## src/rtl/rv_muldiv_unit_pkg.sv

```systemverilog
// ----------------------------------------------------------------------------
// rv_muldiv_unit_pkg
// Shared types and constants for the iterative RV32M/RV64M multiply/divide
// unit: funct3 encodings of the eight M-extension operations, the FSM state
// type and the default operand width.
// Ports: none (package).
// ----------------------------------------------------------------------------
package rv_muldiv_unit_pkg;

    localparam int MDU_XLEN_DEFAULT = 32;

    typedef enum logic [2:0] {
        MDU_MUL    = 3'b000,
        MDU_MULH   = 3'b001,
        MDU_MULHSU = 3'b010,
        MDU_MULHU  = 3'b011,
        MDU_DIV    = 3'b100,
        MDU_DIVU   = 3'b101,
        MDU_REM    = 3'b110,
        MDU_REMU   = 3'b111
    } mdu_func;

    typedef enum logic [1:0] {
        IDLE = 2'd0,
        CALC = 2'd1,
        FIX  = 2'd2,
        DONE = 2'd3
    } mdu_state;

endpackage

```

## src/rtl/rv_muldiv_unit_if.sv

```systemverilog
// ----------------------------------------------------------------------------
// rv_muldiv_unit_if
// Issue/result bundle of the multiply/divide unit.
//   in_valid/in_ready  : operation handshake (func, rs1, rs2, tag_in)
//   flush              : kill of the in-flight operation
//   out_valid/out_ready: result handshake (result, tag_out)
// master = issuing execute stage, slave = the unit.
// ----------------------------------------------------------------------------
interface rv_muldiv_unit_if #(
    parameter int XLEN  = 32,
    parameter int TAG_W = 5
);
    logic             in_valid;
    logic             in_ready;
    logic [2:0]       func;
    logic [XLEN-1:0]  rs1;
    logic [XLEN-1:0]  rs2;
    logic [TAG_W-1:0] tag_in;
    logic             flush;
    logic             out_valid;
    logic             out_ready;
    logic [XLEN-1:0]  result;
    logic [TAG_W-1:0] tag_out;

    modport master (
        output in_valid, func, rs1, rs2, tag_in, flush, out_ready,
        input  in_ready, out_valid, result, tag_out
    );

    modport slave (
        input  in_valid, func, rs1, rs2, tag_in, flush, out_ready,
        output in_ready, out_valid, result, tag_out
    );
endinterface

```

## src/rtl/rv_muldiv_unit_step.sv

```systemverilog
// ----------------------------------------------------------------------------
// rv_muldiv_step
// One combinational iteration of the unit, shared by both operation kinds.
// The accumulator is 2*XLEN+1 bits wide:
//   multiply: {carry, partial product high, multiplier remainder}; one
//             shift-add step per call (right shift).
//   divide  : {partial remainder (XLEN+1 bits), dividend/quotient (XLEN)};
//             one restoring-divide step per call (left shift).
// Ports: is_div (mode), acc_in, operand (multiplicand or divisor), acc_out.
// ----------------------------------------------------------------------------
module rv_muldiv_step #(
    parameter int XLEN = 32
) (
    input  logic              is_div,
    input  logic [2*XLEN:0]   acc_in,
    input  logic [XLEN-1:0]   operand,
    output logic [2*XLEN:0]   acc_out
);
    logic [XLEN:0] sum;
    logic [XLEN:0] shifted_rem;
    logic [XLEN:0] diff;

    always_comb begin
        // Top bit is always zero between steps, so the add cannot overflow.
        sum         = acc_in[2*XLEN:XLEN] + (acc_in[0] ? {1'b0, operand} : '0);
        shifted_rem = acc_in[2*XLEN-1:XLEN-1];
        // Partial remainder is below 2*divisor, so diff's MSB is a clean borrow.
        diff        = shifted_rem - {1'b0, operand};
        if (is_div) begin
            if (diff[XLEN]) begin
                acc_out = {shifted_rem, acc_in[XLEN-2:0], 1'b0};
            end else begin
                acc_out = {diff, acc_in[XLEN-2:0], 1'b1};
            end
        end else begin
            acc_out = {1'b0, sum, acc_in[XLEN-1:1]};
        end
    end
endmodule

```

## src/rtl/rv_muldiv_unit.sv

```systemverilog
// ----------------------------------------------------------------------------
// rv_muldiv_unit
// Iterative M-extension multiply/divide unit (MUL/MULH/MULHSU/MULHU,
// DIV/DIVU/REM/REMU). Operands are reduced to magnitudes on accept, the
// magnitude is processed STEPS bits per clock for XLEN/STEPS clocks, then the
// sign is restored and the result word selected. Divide-by-zero and signed
// overflow are resolved at accept and skip the iteration entirely.
// Ports:
//   clk, rst : clock, asynchronous active-high reset
//   bus      : slave side of rv_muldiv_unit_if (issue/result handshakes,
//              flush)
// ----------------------------------------------------------------------------
module rv_muldiv_unit
    import rv_muldiv_unit_pkg::*;
#(
    parameter int XLEN  = MDU_XLEN_DEFAULT,
    parameter int STEPS = 1,
    parameter int TAG_W = 5
) (
    input  logic            clk,
    input  logic            rst,
    rv_muldiv_unit_if.slave bus
);
    localparam int N     = XLEN / STEPS;
    localparam int CNT_W = $clog2(N);

    mdu_state           state;
    logic [CNT_W-1:0]   cnt;
    mdu_func            func_r;
    logic [TAG_W-1:0]   tag_r;
    logic               neg_r;
    logic [2*XLEN:0]    acc;
    logic [XLEN-1:0]    opb;
    logic [XLEN-1:0]    result_r;
    logic               out_valid_r;

    function automatic logic [XLEN-1:0] magnitude(input logic signed [XLEN-1:0] v,
                                                  input logic neg);
        return neg ? -v : v;
    endfunction

    // Accept-time decode
    mdu_func          f_in;
    logic             a_neg, b_neg, neg_in;
    logic [XLEN-1:0]  a_mag, b_mag;
    logic             div_zero, sgn_ovf;
    logic [XLEN-1:0]  special_res;
    logic             ready_int;

    always_comb begin
        f_in     = mdu_func'(bus.func);
        a_neg    = bus.rs1[XLEN-1] &&
                   (f_in inside {MDU_MULH, MDU_MULHSU, MDU_DIV, MDU_REM});
        b_neg    = bus.rs2[XLEN-1] && (f_in inside {MDU_MULH, MDU_DIV, MDU_REM});
        // Remainder follows the dividend; everything else follows the product sign.
        neg_in   = (f_in == MDU_REM) ? a_neg : (a_neg ^ b_neg);
        a_mag    = magnitude(bus.rs1, a_neg);
        b_mag    = magnitude(bus.rs2, b_neg);
        div_zero = f_in[2] && (bus.rs2 == '0);
        sgn_ovf  = (f_in inside {MDU_DIV, MDU_REM}) &&
                   (bus.rs1 == {1'b1, {(XLEN-1){1'b0}}}) && (bus.rs2 == '1);
        // func[1] distinguishes REM/REMU from DIV/DIVU.
        if (div_zero) begin
            special_res = f_in[1] ? bus.rs1 : '1;
        end else begin
            special_res = f_in[1] ? '0 : bus.rs1;
        end
    end

    // Iteration chain
    logic [2*XLEN:0] chain [STEPS+1];
    assign chain[0] = acc;

    for (genvar g = 0; g < STEPS; g++) begin : g_step
        rv_muldiv_step #(.XLEN(XLEN)) u_step (
            .is_div  (func_r[2]),
            .acc_in  (chain[g]),
            .operand (opb),
            .acc_out (chain[g+1])
        );
    end

    // Sign restore and result select
    logic [2*XLEN-1:0] prod_fix;
    logic [XLEN-1:0]   div_sel, div_fix, fix_res;

    always_comb begin
        prod_fix = neg_r ? -acc[2*XLEN-1:0] : acc[2*XLEN-1:0];
        div_sel  = func_r[1] ? acc[2*XLEN-1:XLEN] : acc[XLEN-1:0];
        div_fix  = neg_r ? -div_sel : div_sel;
        if (func_r[2]) begin
            fix_res = div_fix;
        end else if (func_r == MDU_MUL) begin
            fix_res = prod_fix[XLEN-1:0];
        end else begin
            fix_res = prod_fix[2*XLEN-1:XLEN];
        end
    end

    assign ready_int     = (state == IDLE) && !bus.flush;
    assign bus.in_ready  = ready_int;
    assign bus.out_valid = out_valid_r;
    assign bus.result    = result_r;
    assign bus.tag_out   = tag_r;

    always_ff @(posedge clk or posedge rst) begin
        if (rst) begin
            state       <= IDLE;
            cnt         <= '0;
            func_r      <= MDU_MUL;
            tag_r       <= '0;
            neg_r       <= 1'b0;
            acc         <= '0;
            opb         <= '0;
            result_r    <= '0;
            out_valid_r <= 1'b0;
        end else begin
            case (state)
                IDLE: begin
                    if (bus.in_valid && ready_int) begin
                        func_r <= f_in;
                        tag_r  <= bus.tag_in;
                        neg_r  <= neg_in;
                        cnt    <= CNT_W'(N - 1);
                        // Multiply: multiplier in the low half, multiplicand as operand.
                        // Divide: dividend in the low half, divisor as operand.
                        acc    <= {{(XLEN+1){1'b0}}, (f_in[2] ? a_mag : b_mag)};
                        opb    <= f_in[2] ? b_mag : a_mag;
                        if (div_zero || sgn_ovf) begin
                            result_r    <= special_res;
                            out_valid_r <= 1'b1;
                            state       <= DONE;
                        end else begin
                            state <= CALC;
                        end
                    end
                end
                CALC: begin
                    if (bus.flush) begin
                        state <= IDLE;
                    end else begin
                        acc <= chain[STEPS];
                        if (cnt == '0) begin
                            state <= FIX;
                        end else begin
                            cnt <= cnt - CNT_W'(1);
                        end
                    end
                end
                FIX: begin
                    if (bus.flush) begin
                        state <= IDLE;
                    end else begin
                        result_r    <= fix_res;
                        out_valid_r <= 1'b1;
                        state       <= DONE;
                    end
                end
                DONE: begin
                    if (bus.flush || bus.out_ready) begin
                        out_valid_r <= 1'b0;
                        state       <= IDLE;
                    end
                end
                default: state <= IDLE;
            endcase
        end
    end
endmodule

```

## src/flat_wrapper.sv

```systemverilog
// flat-port wrapper written by rule: the top's interface ports become plain ports
module rv_muldiv_unit_flat import rv_muldiv_unit_pkg::*;
#(
    parameter int XLEN  = MDU_XLEN_DEFAULT,
    parameter int STEPS = 1,
    parameter int TAG_W = 5
)
  (clk, rst, bus_in_valid, bus_func, bus_rs1, bus_rs2, bus_tag_in, bus_flush, bus_out_ready, bus_in_ready, bus_out_valid, bus_result, bus_tag_out);
  rv_muldiv_unit_if #(.XLEN(XLEN), .TAG_W(TAG_W)) bus_i ();
  input  logic clk;
  input  logic rst;
  input wire logic [$bits(bus_i.in_valid)-1:0] bus_in_valid;
  input wire logic [$bits(bus_i.func)-1:0] bus_func;
  input wire logic [$bits(bus_i.rs1)-1:0] bus_rs1;
  input wire logic [$bits(bus_i.rs2)-1:0] bus_rs2;
  input wire logic [$bits(bus_i.tag_in)-1:0] bus_tag_in;
  input wire logic [$bits(bus_i.flush)-1:0] bus_flush;
  input wire logic [$bits(bus_i.out_ready)-1:0] bus_out_ready;
  output wire logic [$bits(bus_i.in_ready)-1:0] bus_in_ready;
  output wire logic [$bits(bus_i.out_valid)-1:0] bus_out_valid;
  output wire logic [$bits(bus_i.result)-1:0] bus_result;
  output wire logic [$bits(bus_i.tag_out)-1:0] bus_tag_out;
  assign bus_i.in_valid = bus_in_valid;
  assign bus_i.func = bus_func;
  assign bus_i.rs1 = bus_rs1;
  assign bus_i.rs2 = bus_rs2;
  assign bus_i.tag_in = bus_tag_in;
  assign bus_i.flush = bus_flush;
  assign bus_i.out_ready = bus_out_ready;
  assign bus_in_ready = bus_i.in_ready;
  assign bus_out_valid = bus_i.out_valid;
  assign bus_result = bus_i.result;
  assign bus_tag_out = bus_i.tag_out;
  rv_muldiv_unit #(.XLEN(XLEN), .STEPS(STEPS), .TAG_W(TAG_W)) u_core (.clk(clk), .rst(rst), .bus(bus_i));
endmodule
```

## config.mk

```make
export PLATFORM = sky130hd
export DESIGN_NAME = rv_muldiv_unit_flat
export DESIGN_NICKNAME = d
export VERILOG_FILES = /design/src/rtl/rv_muldiv_unit_pkg.sv /design/src/rtl/rv_muldiv_unit_if.sv /design/src/rtl/rv_muldiv_unit_step.sv /design/src/rtl/rv_muldiv_unit.sv /design/src/flat_wrapper.sv
export SDC_FILE = /design/constraint.sdc
export NUM_CORES = 1
export LEC_CHECK = 0
export ABC_AREA = 1
export ABC_CLOCK_PERIOD_IN_PS = 4300
export BUFFER_PORTS_ARGS = -buffer_cell sky130_fd_sc_hd__buf_2
export CAP_MARGIN = 5
export CORE_MARGIN = 3
export CORE_UTILIZATION = 39
export CTS_BUF_LIST = sky130_fd_sc_hd__clkbuf_16
export DETAILED_ROUTE_END_ITERATION = 12
export PLACE_DENSITY_LB_ADDON = 0.08
export SETUP_SLACK_MARGIN = 0.05
export SKIP_CTS_REPAIR_TIMING = 1
export SLEW_MARGIN = 20
export SYNTH_ARGS = -nofsm -noshare
export SYNTH_HDL_FRONTEND = slang
export SYNTH_SLANG_ARGS = --single-unit
```

## constraint.sdc

```tcl
create_clock -name clk -period 4.3 [get_ports clk]
set_input_delay 0.645 -clock clk [delete_from_list [all_inputs] [get_ports clk]]
set_output_delay 0.645 -clock clk [all_outputs]
set_load 0.02 [all_outputs]
```

* Word level (Yosys, flattened, before mapping)
Cells that the tools add are included.
** Storage, ports and cells
- Register bits :: 146
- Bits of input ports :: 77
- Output and inout bits :: 39
- Word-level logic and storage cells :: 98
** Cells by class
- $add $sub $neg :: 7
- Eq/ne operators :: 16
- Multiplexer cells :: 39
- Bitwise logic cells :: 1
- Reductions and logical operators :: 26
** Operators with widths (count)
- $mux W32 :: 15
- $mux W65 :: 4
- $pmux W65 S2 :: 1
- $neg A32 Y32 :: 3
- $eq A32 B32 Y1 const B :: 2
- $mux W64 :: 1
- $neg A64 Y64 :: 1
- $pmux W32 S2 :: 1
- $add A33 B33 Y33 :: 1
- $sub A33 B32 Y33 :: 1
- $logic_not A32 Y1 :: 1
- $mux W5 :: 3
- $mux W2 :: 6
- $ne A2 B2 Y1 const B :: 5
- $pmux W5 S2 :: 1
- $pmux W2 S4 :: 1
- $reduce_and A4 Y1 :: 2
- $logic_and A1 B1 Y1 :: 7
- $eq A3 B3 Y1 const B :: 2
- $reduce_and A3 Y1 :: 2
- $reduce_bool A2 Y1 :: 3
- $reduce_bool A3 Y1 :: 2
- $logic_not A5 Y1 :: 1
- $mux W1 :: 5
- other kinds (16) :: 18

* Depth between registers and ports, before layout
Gate-level depths: netlist of run 1.
- Depth after elaboration :: 8
- Gate-level depth with buffers :: 20
- Depth with buffers taken out :: 19

* By module
Synthesis of run 1 repeated with hierarchy kept, for this count alone.
** Unflattened totals
- Cell total of the unflattened synthesis :: 3660
- Area, all modules :: 19545.0 µm²
** Modules (own cells, without submodules)
- rv_muldiv_unit :: times used 1, cells each 2362, area an instance 13538.0 µm², seq. area each 3653.5 µm²
- rv_muldiv_step :: times used 1, cells each 1298, area an instance 6007.0 µm², seq. area each 0.0 µm²

* Worst setup path after synthesis of run 1
OpenSTA, ideal clock, no wires.
- Kind :: reg2reg
- From :: register u_core.acc[31]
- To :: register u_core.acc[60]
- Setup time :: 0.065 ns
- Arrival :: 3.035 ns
- Required time :: 4.235 ns
- Path slack :: 1.200 ns
- Stages on the path, launching flop included :: 20
- Buffers on the path :: 2
- Clock period less this slack :: 3.100 ns
- Path through :: dfrtp_1 -> inv_1 -> ha_1 -> fa_1 -> o21ai_0 -> nand2_1 -> nand2_1 -> nand2_1 -> nand2_1 -> nand3b_1 -> nand2_1 -> a21oi_1 -> o21bai_1 -> ha_1 -> clkbuf_1 -> buf_1 -> nand3_1 -> nand2_1 -> nand3_1 -> nand2_1
** Between the ends
- Word-level cells in the longest chain between the ends :: 5
** RTL lines
- start: declaration :: line rv_muldiv_unit.sv:32 : logic [2*XLEN:0] acc;
- start signal: assignment :: line rv_muldiv_unit.sv:127 : acc <= {{(XLEN+1){1'b0}}, (f_in[2] ? a_mag : b_mag)};
- start signal: assignment :: line rv_muldiv_unit.sv:142 : acc <= chain[STEPS];
- $sub A33 B32 Y33 :: line rv_muldiv_unit_step.sv:28 : diff = shifted_rem - {1'b0, operand};
- $mux W65 :: line rv_muldiv_unit_step.sv:30 : if (diff[XLEN]) begin
- $mux W65 :: line rv_muldiv_unit_step.sv:29 : if (is_div) begin
- $mux W65 :: line rv_muldiv_unit.sv:139 : if (bus.flush) begin
- $pmux W65 S2 :: line rv_muldiv_unit.sv:118 : case (state)
Every way passes these cells. The select of a mux whose other input is x is not followed.
A chain may end at the register's enable or synchronous reset.

* Worst setup path after layout of run 1
- From :: register u_core.acc[31]
- To :: register u_core.acc[38]
Same word-level chain as after synthesis.

==> results of run 1 <==
-- routing by layer --
layer | vias up | GRT usage, %
met5 | - | 0
met3 | 197 | 9.74
met2 | 1256 | 52.2
met1 | 11100 | 51.4
met4 | 4 | 17.8
li1 | 11200 | -
-- cells by family after synthesis --
| logic type | count (synthesis) | share of synthesized area [%] |
|---|---|---|
| buffers and inverters | 536 | 11.3 |
| and+or+nand+nor | 1995 | 44.0 |
| AOI/OAI and AO/OA | 595 | 17.2 |
| xor gates and xnor gates | 69 | 3.18 |
| DFF | 146 | 19.2 |
| adders and majority gates | 74 | 4.95 |
-- flip-flops by register name, indices dropped and copies added (netlist names) --
| name | cells |
|---|---|
| u_core.acc | 65 |
| u_core.bus.result | 32 |
| u_core.opb | 32 |
| u_core.bus.tag_out | 5 |
| u_core.cnt | 5 |
| u_core.func_r | 3 |
| u_core.state | 2 |
| u_core.bus.out_valid | 1 |
| u_core.neg_r | 1 |
-- layout by cell type (no fill, tap or decap), types with 11 or more instances in the layout --
cell type and n:
o21ai_0 213, dfrtp_1 143, a22oi_1 16, nand3b_1 19, inv_2 14, nor3_1 29, o211ai_1 36, o21ai_1 24
nand2_1 1034, nand4_1 36, a21oi_1 244, buf_2 115, clkbuf_16 17, xnor2_1 15, buf_4 43, inv_1 389
xor2_1 54, nand3_1 391, nor2_1 436, nor2_2 13, nand2_2 11, o221ai_1 11, ha_1 71
-- worst max path at each step --
stage	end	slack [ns]	depth (start not counted)
after floorplan	u_core.acc[60]	1.20	19
after global placement	u_core.acc[45]	0.50	20
after detailed placement	u_core.acc[41]	0.39	18
after CTS	u_core.acc[45]	0.36	20
after global routing	u_core.acc[38]	0.12	19
final	u_core.acc[38]	0.45	19
-- area by class of cell --
cell class	instances	area (um2)
Fill cell	5388	27200
Clock buffer	17	425
Tap cell	615	769
Multi-Input combinational cell	2733	13200
Sequential cell	146	3660
Inverter	405	1520
Timing Repair Buffer	160	930
Clock inverter	15	190
-- worst register-to-register path: stages, from the launching register on --
cell and delay [ns]:
dfrtp_1 0.44, inv_1 0.14, ha_1 0.24, fa_1 0.40
o21ai_0 0.36, nand2_1 0.11, nand2_1 0.14, nand2_1 0.07
nand2_1 0.17, nand3b_1 0.13, nand2_1 0.11, a21oi_1 0.07
o21bai_1 0.14, ha_2 0.38, inv_1 0.10, buf_6 0.28
a21oi_1 0.14, o21ai_0 0.13, o211ai_1 0.10, o21ai_0 0.10
-- metrics by stage --
stage	worst slack (ns)	total power, W
6_report	0.453	0.0170
5_1_grt	0.116	0.0182
4_1_cts	0.360	0.0165
3_5_place_dp	0.392	0.0148
3_3_place_gp	0.500	0.0148
2_1_floorplan	1.20	0.0107
-- power by group through the flow --
stage | clock [W] | combinational, W | sequential (W)
after floorplan | 0 | 0.00800 | 0.00269
after global placement | 0 | 0.0118 | 0.00304
after detailed placement | 0 | 0.0118 | 0.00306
after CTS | 0.00167 | 0.0118 | 0.00305
after global routing | 0.00173 | 0.0133 | 0.00316
final | 0.00166 | 0.0122 | 0.00311
==> flow_summary_export.csv, run 1 <==
group,metric,value,unit
layout,nets,3614,
placed_design,place.gp.congestion,1.09,
logic_synthesis,ys_seq_elements,146,
logic_synthesis,synth_ff_type,"dfrtp_1",
floorplanning,coreArea,47900,um2
cts,htreeDepth,4,
timing,layout_min_cycle_time,3.85,ns
min_path,min_path_type,"primary input to asynchronous set/reset pin",
drt,wl,95600,um
setup_path,cpPeakStageDelay,0.44,ns
setup_path,critPathMostFrequentCell,"nand2_1",
layout,stdcell_count,4091,
logic_synthesis,synth_common_cells,"nand2_1 (1034), nor2_1 (437), inv_1 (391), nand3_1 (391), a21oi_1 (244)",
cts,numCtsBuffers,17,
setup_path,crit_family,"adder cells",
timing,setup-tns-final,0,ns
logic_synthesis,synth_area_leaders,"nand2_1 (20%), dfrtp_1 (19%), nand3_1 (10%)",
outcome,outcome,"complete, no violations",
logic_synthesis,syn_area,19000,um2
drt,avgViaCountPerCell,5.81,
timing,max-slew-margin-rel,24.6,%
cts,root_buffer,"clkbuf_16",
global_route,grtUsageTotal,36.8,%
logic_synthesis,avgSynthCellArea,5.57,um2
drt,met3_length,9700,um
setup_path,reg2reg_to,"u_core.acc[38]",
pwr,ir_drop,0.000425,V
layout,final_area,20700,um2
cts,cts.sinks,146,
drt,drt-pass1-iter-count,8,
setup_path,worstPathRequired,4.69,ns
drt,route.met2.wl,39000,um
timing,worstMarginPinSlew,1.13,ns
setup_path,reg2reg_from,"u_core.acc[31]",
layout,diodes,0,
pwr,swShare,62.1,%
layout,area_growth_syn_to_layout,8.93,%
global_route,gr-total-overflow,0,
pwr,combPwrFrac,71.9,%
drt,wl_met1,41900,um
pwr,switching_power,0.0106,W
timing,max_freq,260,MHz
cts,cts_buffer_depth,2,
setup_path,endpoint_kind,"register",
logic_synthesis,syn-num-nets,3566,
logic_synthesis,synth_top_cell_by_area,"nand2_1",
drt,ant_nets,0,
cts,clk_pin_slew,0.07,ns
floorplanning,pin_count,116,
logic_synthesis,async_flop_share,100,%
logic_synthesis,yosysMostFrequentCell,"nand2_1",
floorplanning,start_util,39.6,%
logic_synthesis,yosys_warnings,0,
floorplanning,dieHeight,227,um
layout,drive_above_1_share,7.48,%
logic_synthesis,synth-edff-count,0,
drt,routedWlPerCell,23.4,um
setup_path,critical_path.cell_chain,"inv_1 > ha_1 > fa_1 > o21ai_0 > nand2_1 > nand2_1 > nand2_1 > nand2_1 > nand3b_1 > nand2_1 > a21oi_1 > o21bai_1 > ha_2 > inv_1 > buf_6 > a21oi_1 > o21ai_0 > o211ai_1 > o21ai_0",
timing,finalHoldViolCount,0,
timing,drv_slew,0,
floorplanning,placementRows,80,
logic_synthesis,syn_inst,3415,
logic_synthesis,ys_seq_area_share,19.2,%
logic_synthesis,synth_top_area_share,20.4,%
drt,top_layer,"met5",
pwr,power_density,820,nW/um2
global_route,grt_pass1_wl,139000,um
pwr,p_leak,10.6,nW
pwr,power_frac_seq,18.3,%
drt,vias,23800,
floorplanning,die_area,51400,um2
setup_path,ff2ff_setup_slack,0.45,ns
global_route,grt_max_degree,83,
global_route,antenna_found_initial,2,
setup_path,r2r_cells,19,
placed_design,portBuffers,115,
timing,rsz0062_at_grt,"false",
placed_design,postPlaceCellArea,20100,um2
global_route,grt_pass1_vias,21700,
pwr,p_int,0.00643,W
setup_path,arrival,4.24,ns
setup_path,cp_max_fo,41,
layout,postLayoutCoreUtil,43.2,%
placed_design,dpl.hpwl,77000,um
setup_path,cp_slowest_cell,"dfrtp_1",
setup_path,crit_start,"u_core.acc[31]",
setup_path,cp-start-kind,"register",
placed_design,dpl.cell_count,4059,
pwr,clockPowerShare,9.8,%
logic_synthesis,ys_types,51,
floorplanning,chipWidth,227,um
timing,skew,0.0138,ns
cts,cts_tree,"yes",
setup_path,critical_path_buf_inv_count,3,
timing,setup_violations,0,
timing,period_share,89.5,%
flow_run,drv_cap,0,
drt,first_iter_violations,2864,
cts,clock_latency,0.50,ns
setup_path,path_class,"register to register",
timing,whs,0.189,ns
drt,drc_errors,0,
(Power assumes the default switching activity.)
==> run 2, diff against run 1 <==
Settings changed: ABC_CLOCK_PERIOD_IN_PS 4300 to 4500.
Clock period 4.3 ns to 4.5 ns, I/O delays scaled along.
==> run 2 against run 1 <==
Effect of this change:
- count of clock-buffer cells in the layout stayed put
- global-route usage decreased by 0.89 points
- combinational power is 6% lower
- die area unchanged
- maximum frequency down 3.8%
- sequential power shrank 4%
- register-to-register slack better by 0.05 ns
- hold slack better by 0.048 ns
- worst setup slack better by 0.049 ns
- largest power group unchanged
==> flow_summary_export.csv, run 2 (same netlist as run 1, synthesis figures left out) <==
group,metric,value,unit
floorplanning,die_area,51400,um2
setup_path,reg2reg_to,"u_core.acc[33]",
setup_path,arrival,4.38,ns
cts,cts_tree,"yes",
placed_design,portBuffers,115,
timing,setup_ws,0.502,ns
min_path,min_path_type,"primary input to asynchronous set/reset pin",
flow_run,drv_cap,0,
drt,vias,23800,
floorplanning,chipWidth,227,um
setup_path,ff2ff_setup_slack,0.50,ns
pwr,power_frac_seq,18.7,%
floorplanning,coreArea,47900,um2
cts,clock_latency,0.49,ns
layout,area_growth_syn_to_layout,8.47,%
layout,top_register,"u_core.acc",
setup_path,critPathMostFrequentCell,"nand2_1",
timing,setup_violations,0,
layout,layout_commonest_cell,"nand2_1",
layout,drive_above_1_share,7.13,%
layout,nets,3604,
setup_path,path_class,"register to register",
timing,skew,0.0179,ns
setup_path,endpoint_kind,"register",
setup_path,worstSetupPathDepth,19,
cts,numCtsBuffers,17,
global_route,grt_pass1_wl,137000,um
setup_path,reg2reg_from,"u_core.acc[31]",
setup_path,crit_start,"u_core.acc[31]",
drt,ant_nets,0,
setup_path,cpPeakStageDelay,0.43,ns
drt,wl,93200,um
pwr,switching_power,0.00992,W
setup_path,critical_path.cell_chain,"inv_1 > ha_1 > fa_1 > o21ai_0 > nand2_1 > nand2_1 > nand2_1 > nand2_1 > nand3b_1 > nand2_1 > a21oi_1 > o21bai_1 > ha_1 > inv_1 > buf_4 > a21oi_1 > o21ai_0 > nand4_1 > o21ai_0",
drt,drt-pass1-iter-count,7,
setup_path,crit_family,"compound AO/OA/AOI/OAI gates",
cts,clk_pin_slew,0.08,ns
layout,diodes,0,
global_route,gr-total-overflow,0,
layout,ff_latch_area,3660,um2
pwr,power_density,777,nW/um2
global_route,grtUsageTotal,35.9,%
floorplanning,placementRows,80,
timing,max-slew-margin-rel,27.2,%
pwr,total_power,0.0160,W
timing,setup-tns-final,0,ns
timing,rsz0062_at_grt,"false",
cts,htreeDepth,4,
timing,finalHoldViolCount,0,
setup_path,cp-start-kind,"register",
cts,cts.sinks,146,
floorplanning,dieHeight,227,um
outcome,outcome,"complete, no violations",
drt,drc_errors,0,
timing,layout_min_cycle_time,4.00,ns
layout,final_cell_mix,"nand2_1 (1034), nor2_1 (436), nand3_1 (391), inv_1 (389), a21oi_1 (244)",
floorplanning,start_util,39.6,%
pwr,swShare,61.9,%
global_route,grt_pass1_vias,21800,
global_route,grt_max_degree,96,
timing,max_freq,250,MHz
pwr,p_leak,10.5,nW
cts,root_buffer,"clkbuf_16",
pwr,p_int,0.00610,W
layout,num-fill-cells,5393,
floorplanning,pin_count,116,
drt,first_iter_violations,3163,
timing,drv_slew,0,
pwr,ir_drop,0.000563,V
cts,cts_buffer_depth,2,
layout,multi_input_comb_area,13200,um2
pwr,combPwrFrac,71.6,%
setup_path,critical_path_buf_inv_count,3,
setup_path,cp_max_fo,15,
setup_path,crit_end,"u_core.acc[33]",
drt,routedWlPerCell,22.8,um
drt,avgViaCountPerCell,5.84,
pwr,clockPowerShare,9.7,%
global_route,antenna_found_initial,2,
placed_design,dpl.hpwl,74900,um
layout,largest_register_ffs,65,
placed_design,place.gp.congestion,1.02,
setup_path,worstPathRequired,4.89,ns
timing,period_share,88.8,%
timing,worstMarginPinSlew,1.09,ns
setup_path,r2r_cells,19,
setup_path,cp_slowest_cell,"dfrtp_1",
placed_design,pre_cts_slack,0.620,ns
==> run 2: cell count changes in the layout (fill, tap and decap cells not counted), moves of 2 or more <==
| cell | delta |
|---|---|
| clkinv_8 | -2 |
| inv_8 | +2 |
| clkinvlp_4 | +3 |
| inv_6 | -3 |
| buf_4 | -10 |
| clkinv_1 | +2 |
==> run 2: through the flow <==
step / instance area [um2] / hold slack [ns] / std cells / util (%)
after floorplan: 19000 / 0.436 / 3415 / -
after global placement: 20000 / 0.458 / 4049 / 41.8
after detailed placement: 20000 / 0.462 / 4049 / 41.8
after CTS: 20600 / 0.223 / 4081 / 43.0
after global routing: 20600 / 0.259 / 4081 / 43.0
final: 20600 / 0.237 / 4081 / 43.0
==> run 2: power groups by stage <==
stage	combinational (W)	clock, W	sequential [W]
6_report	0.0115	0.00155	0.00300
5_1_grt	0.0126	0.00161	0.00303
4_1_cts	0.0112	0.00158	0.00294
3_5_place_dp	0.0111	0	0.00295
3_3_place_gp	0.0111	0	0.00293
2_1_floorplan	0.00764	0	0.00257
==> run 2: worst min-delay path by stage <==
stage,start,end,slack [ns],cells past startpoint
after floorplan,u_core.cnt[4],u_core.cnt[4],0.44,1
after global placement,u_core.bus.tag_out[4],u_core.bus.tag_out[4],0.46,2
after detailed placement,u_core.bus.result[27],u_core.bus.result[27],0.46,2
after CTS,rst,u_core.acc[21],0.22,2
after global routing,rst,u_core.acc[21],0.26,2
final,rst,u_core.acc[21],0.24,2
==> run 2: layer usage <==
metal | GRT usage, % | up-vias | part of all wire [%]
met5 | 0 | - | 0
met4 | 15.2 | 0 | 4.5
met3 | 8.21 | 190 | 10
met2 | 52.7 | 1210 | 42
met1 | 50.4 | 11300 | 44
li1 | - | 11200 | -
==> run 2: worst reg2reg max path: cells and delay by family (launching register included) <==
kind,cells,cell delay (ns)
compound gates,6,0.96
fa+ha+maj,3,0.90
buf+inv,3,0.79
flops,1,0.43
simple gates,7,0.82
==> run 2: area by class of cell <==
class / count / area share (%)
multi-input cells: 2733 / 64.0
flip-flops and latches: 146 / 17.8
inverters: 405 / 7.39
repair buffers: 150 / 4.19
well taps: 615 / 3.73
clock buffers: 17 / 2.06
clock inverters: 15 / 0.825
